$ cat src/rtl/mem_arb_pkg.sv
// Shared types and widths for the data-memory arbiter.
package mem_arb_pkg;

   localparam int ADDR_W = 8;
   localparam int DATA_W = 8;

   typedef enum logic {
      IDLE  = 1'b0,
      BURST = 1'b1
   } arb_state_t;

endpackage

$ cat src/rtl/mem_arb_burst_ctr.sv
// DMA burst address/length tracker: loads on grant, steps once per beat and
// flags the final beat of the burst.
module mem_arb_burst_ctr
   import mem_arb_pkg::*;
#(
   parameter int LEN_W = 4
) (
   input  logic              CLK,
   input  logic              reset,
   input  logic              load,
   input  logic              step,
   input  logic [ADDR_W-1:0] load_addr,
   input  logic [LEN_W-1:0]  load_len,
   output logic [ADDR_W-1:0] burst_addr,
   output logic              last_beat
);

   logic [LEN_W-1:0] burst_cnt;

   always_ff @(posedge CLK or negedge reset) begin
      if (!reset) begin
         burst_addr <= '0;
         burst_cnt  <= '0;
      end else if (load) begin
         burst_addr <= load_addr;
         // A zero length still moves one beat.
         burst_cnt  <= (load_len == '0) ? LEN_W'(1) : load_len;
      end else if (step) begin
         burst_addr <= burst_addr + ADDR_W'(1);
         burst_cnt  <= burst_cnt - LEN_W'(1);
      end
   end

   assign last_beat = (burst_cnt == LEN_W'(1));

endmodule

$ cat src/rtl/data_mem_arbiter.sv
// Single-port data memory arbiter: core single beats with priority, DMA
// bursts served after at most MAX_STREAK core beats while DMA is waiting.
module data_mem_arbiter
   import mem_arb_pkg::*;
#(
   parameter int MAX_STREAK = 4,
   parameter int LEN_W      = 4
) (
   input  logic              CLK,
   input  logic              reset,
   input  logic              c_req,
   input  logic              c_we,
   input  logic [ADDR_W-1:0] c_addr,
   input  logic [DATA_W-1:0] c_wdata,
   output logic              c_gnt,
   output logic [DATA_W-1:0] c_rdata,
   input  logic              d_req,
   input  logic              d_we,
   input  logic [ADDR_W-1:0] d_addr,
   input  logic [LEN_W-1:0]  d_len,
   output logic              d_gnt,
   input  logic [DATA_W-1:0] d_wdata,
   output logic              d_beat,
   output logic [DATA_W-1:0] d_rdata,
   output logic              d_done,
   output logic [ADDR_W-1:0] mem_addr,
   output logic              mem_read,
   output logic              mem_write,
   output logic [DATA_W-1:0] mem_wdata,
   input  logic [DATA_W-1:0] mem_rdata
);

   localparam int STREAK_W = $clog2(MAX_STREAK + 1);
   localparam logic [STREAK_W-1:0] STREAK_MAX = STREAK_W'(MAX_STREAK);

   arb_state_t           state;
   logic [STREAK_W-1:0]  streak;
   logic                 burst_we;
   logic [ADDR_W-1:0]    burst_addr;
   logic                 last_beat;
   logic                 in_burst;
   logic                 core_win;
   logic                 dma_win;

   // Gating with reset keeps every output at zero while reset is held,
   // even if requesters keep asserting their inputs.
   assign in_burst = reset && (state == BURST);
   assign core_win = reset && (state == IDLE) && c_req &&
                     (!d_req || (streak < STREAK_MAX));
   assign dma_win  = reset && (state == IDLE) && d_req && !core_win;

   mem_arb_burst_ctr #(
      .LEN_W (LEN_W)
   ) u_burst_ctr (
      .CLK        (CLK),
      .reset      (reset),
      .load       (dma_win),
      .step       (in_burst),
      .load_addr  (d_addr),
      .load_len   (d_len),
      .burst_addr (burst_addr),
      .last_beat  (last_beat)
   );

   always_ff @(posedge CLK or negedge reset) begin
      if (!reset) begin
         state    <= IDLE;
         streak   <= '0;
         burst_we <= 1'b0;
      end else begin
         case (state)
            IDLE: begin
               if (core_win) begin
                  // Only count core beats that actually made the DMA wait.
                  streak <= d_req ? streak + STREAK_W'(1) : '0;
               end else if (d_req) begin
                  burst_we <= d_we;
                  streak   <= '0;
                  state    <= BURST;
               end else begin
                  streak <= '0;
               end
            end
            BURST: begin
               if (last_beat) begin
                  state <= IDLE;
               end
            end
            default: state <= IDLE;
         endcase
      end
   end

   always_comb begin
      c_gnt     = 1'b0;
      c_rdata   = '0;
      d_gnt     = dma_win;
      d_beat    = 1'b0;
      d_rdata   = '0;
      d_done    = 1'b0;
      mem_addr  = '0;
      mem_read  = 1'b0;
      mem_write = 1'b0;
      mem_wdata = '0;
      if (in_burst) begin
         d_beat    = 1'b1;
         d_done    = last_beat;
         mem_addr  = burst_addr;
         mem_read  = !burst_we;
         mem_write = burst_we;
         mem_wdata = d_wdata;
         d_rdata   = mem_rdata;
      end else if (core_win) begin
         c_gnt     = 1'b1;
         mem_addr  = c_addr;
         mem_read  = !c_we;
         mem_write = c_we;
         mem_wdata = c_wdata;
         c_rdata   = mem_rdata;
      end
   end

endmodule

$ cat config.mk
export PLATFORM = sky130hd
export DESIGN_NAME = data_mem_arbiter
export DESIGN_NICKNAME = d
export VERILOG_FILES = /design/src/rtl/mem_arb_pkg.sv /design/src/rtl/mem_arb_burst_ctr.sv /design/src/rtl/data_mem_arbiter.sv
export SDC_FILE = /design/constraint.sdc
export NUM_CORES = 1
export LEC_CHECK = 0
export CAP_MARGIN = 20
export CORE_MARGIN = 2
export CORE_UTILIZATION = 36
export CTS_CLUSTER_DIAMETER = 40
export CTS_CLUSTER_SIZE = 25
export DETAILED_ROUTE_END_ITERATION = 12
export MAX_ROUTING_LAYER = met4
export PLACE_DENSITY = 0.81
export SYNTH_ARGS = -nofsm -noshare
export SYNTH_HDL_FRONTEND = slang
export SYNTH_SLANG_ARGS = --single-unit
$ cat constraint.sdc
create_clock -name CLK -period 1.8 [get_ports CLK]
set_input_delay 0.36 -clock CLK [delete_from_list [all_inputs] [get_ports CLK]]
set_output_delay 0.36 -clock CLK [all_outputs]
set_load 0.01 [all_outputs]
==> summary.txt <==
Critical path
  • WP data arrival: 1.71 ns
  • Required @ worst endpoint: 1.44 ns
  • Reg2reg path depth: 9
  • Max FO, Critical Path: 4
  • Crit. Startpoint: state
  • CP max stage delay: 0.40 ns
  • Worst R2R Setup Slack: 0.08 ns
  • Most used cell, CP: buf_6
  • Crit-path cells: buf_6, a211oi_4, buf_6, buf_6, buf_6, buf_6, a22o_1, buf_2
  • CP endpoint kind: output pin
  • Crit path max-delay family: buffers and inverters
  • CP Class: flop to output pin
  • Crit path depth: 8
  • RR Startpoint: state
  • Setup crit end: mem_wdata[2]
  • Crit-path slowest cell: dfrtp_1
  • CP startpoint kind: flop
  • RR Endpoint: u_burst_ctr.burst_cnt[3]
  • CP bufs+invs: 6

Timing
  • # setup viols final: 28
  • Slew HR: 0.838
  • Hold Violations, Final: 0
  • Period minus WS final: between 2 and 2.5 ns
  • Final Slew Violations: 0
  • Setup skew after layout: between 0.0015 and 0.002 ns
  • Worst-margin pin slew: about 0.24 ns
  • Max Fclk: ~0.48 GHz
  • Final WS setup: -0.268 ns
  • Crit share post-route: 1.15
  • RSZ-0062 raised after global routing: yes

Outcome
  • Failing checks: negative setup slack
  • Status: finished, violations left

Floorplan
  • Die ar.: 0.00419 mm2
  • Core area: 0.00361 mm2
  • I/O pin count: between 80 and 90
  • Horiz. Die Dim: 64.7 um
  • # rows: 22
  • Starting Density: 0.368
  • Die Y-Extent: 64.7 um

CTS
  • Clock tree buffer depth: 2
  • Clk Latency, worst-skew pair: 0.25 ns
  • H-tree depth: 1
  • Worst-path clk slew: 0.07 ns
  • CTS tree: yes
  • CTS Hold Bufs: 0
  • CTS buffer count: 3
  • Clk root buf: clkbuf_8
  • Clock sink count: 17

Global route
  • Largest net degree at the start of global routing: 13
  • First-pass GRT wire length: 8.62 mm
  • Total GRT Usage: 0.273
  • Initial antenna violation count: 0
  • Gr ovfl total: 0
  • Vias in the first global route: 1752

Placement
  • RePlAce Congestion: between 0.8 and 0.9
  • Placed cell area: 0.00243 mm2
  • DP Wirelength: about 3.5 mm
  • # port buffers: between 80 and 90
  • Post-Place Setup Slack: -0.689 ns
  • Placed Cells: 299

Run
  • Maxcap violations: 0

Route
  • Post-route antenna net violation count: 0
  • Final wirelength: slightly above 6 mm
  • Via Count: around 1.8k
  • First-pass iteration count of the detailed router: 4
  • Via density: 5.37
  • DR iter-0 viols: 81
  • DR WL/cell: 18.3 um
  • # DRC: 0

Logic synthesis
  • Yosys reg bits: 17
  • Number of distinct library cells after synthesis: 43
  • Async SR Flop Fraction: 1.00
  • Dominant synthesized flop cell: dfrtp_1
  • Net Count, Synth: between 150 and 200
  • Post-synthesis sequential area ratio: 0.321
  • Syn_area_per_cell: 9.34 um2
  • Yosys warns: 0
  • Post-synth EDFFs: 0
  • Syn Inst Count: 142
  • Post-Syn Area: 0.00133 mm2

Cells and area
  • Share of cells above drive strength 1: 0.489
  • # fillers: between 200 and 250
  • Commonest non-fill, non-tap cell in the layout: clkdlybuf4s50_1
  • Area Overhead vs Synth: 108%
  • ANT cells: 0
  • Final #Nets: 337
  • Most frequent cells in the layout: clkdlybuf4s50_1, buf_6, buf_4, buf_2, dfrtp_1
  • Fin cells: 330
  • Finished Cell Area: around 0.0028 mm2

Power and ir drop
  • Sequential share of power: 0.244
  • Internal power: 1.73 mW
  • Net switching power figure: 1.15 mW
  • Clock Power Share: 0.101
  • Pleak: 1.34 nW
  • P per Cell Area: 1050 mW/mm2
  • Gate power share: 0.655
  • Switching Share: 0.400
  • Worst vdd ir: 0.000640 V

Worst hold path
  • HP Class: input port to async pin
-- sequential cells by signal (all words and copies together) (netlist names) --
signal / count
burst_we: 1
state: 1
streak: 3
u_burst_ctr.burst_addr: 8
u_burst_ctr.burst_cnt: 4
-- synth_stat cells, types with 2 or more instances --
master | count | share of area
a21o_1 | 2 | 0.011
a21oi_1 | 3 | 0.011
a22o_1 | 14 | 0.092
a32o_1 | 3 | 0.023
and2_1 | 9 | 0.042
and3_1 | 8 | 0.038
buf_2 | 2 | 0.0075
buf_6 | 4 | 0.034
dfrtp_1 | 17 | 0.32
ha_1 | 4 | 0.038
inv_1 | 6 | 0.017
nand2_1 | 10 | 0.028
nand2_2 | 6 | 0.028
nand3_1 | 2 | 0.0075
nand4_1 | 3 | 0.014
nor2_1 | 6 | 0.017
nor3_1 | 6 | 0.023
o21ai_0 | 6 | 0.023
o21ai_2 | 4 | 0.026
o22ai_1 | 2 | 0.0094
xor2_1 | 3 | 0.020
-- area by class of cell --
cell class,count,area (um2),area share
well taps,48,60.1,0.0218
clock buffers,3,41.3,0.0150
inverters,8,40.0,0.0145
clock inverters,1,5.00,0.00182
multi-input cells,108,847,0.307
flip-flops and latches,17,425,0.154
repair buffers,145,1340,0.485
-- power groups by stage --
stage          clock (mW)  combinational (mW)  sequential, mW
2_1_floorplan           0               0.805           0.651
6_report            0.291                1.89           0.704
4_1_cts             0.297                1.75           0.689
3_3_place_gp            0                1.55           0.691
5_1_grt             0.315                2.01           0.724
3_5_place_dp            0                1.59           0.700
-- worst min-delay path by stage --
stage	startpoint	end	slack, ns	cells after the start
2_1_floorplan	reset	burst_we	0.06	0
3_3_place_gp	u_burst_ctr.burst_cnt[3]	u_burst_ctr.burst_cnt[3]	0.46	1
3_5_place_dp	u_burst_ctr.burst_cnt[3]	u_burst_ctr.burst_cnt[3]	0.47	1
4_1_cts	reset	u_burst_ctr.burst_addr[3]	0.17	2
5_1_grt	reset	u_burst_ctr.burst_addr[3]	0.17	2
6_report	reset	u_burst_ctr.burst_addr[3]	0.18	2
-- metal layers --
metal,track usage,vias to the layer above,wire length [um]
li1,-,807,-
met1,0.299,849,2290
met2,0.496,94,3030
met3,0.0556,22,485
met4,0.0878,0,245
met5,-,-,0
-- timing repair --
item                       CTS  global route
setup endpoints to repair   43            36
cloned                       2             0
pin swaps                   16            10
gates resized for setup    169            40
buffers inserted            23             4
-- logic make-up after synthesis --
kind of cell	count (synthesis)	share of synthesized area
compound gates	42	0.270
mux	2	0.0160
fa+ha+maj	4	0.0377
simple gates	56	0.238
buf+inv	17	0.0915
xor+xnor	4	0.0264
flops	17	0.321
-- stage by stage --
stage	setup TNS [ns]	total power [mW]	util	hold WS [ns]
after floorplan	0	1.46	-	0.0644
after global placement	-25.84	2.24	0.673	0.459
after detailed placement	-27.13	2.29	0.673	0.466
after CTS	-2.68	2.73	0.738	0.169
after global routing	-5.63	3.05	0.764	0.174
final	-4.83	2.89	0.764	0.176
-- worst reg2reg max path: stages (launching register included) --
cell,delay [ns]
dfrtp_1,0.40
buf_6,0.14
buf_6,0.11
nand2_4,0.08
inv_6,0.06
buf_16,0.14
buf_4,0.14
buf_4,0.16
a32o_1,0.24
a21o_1,0.15
Note: power is estimated with default switching activity, not from simulation.
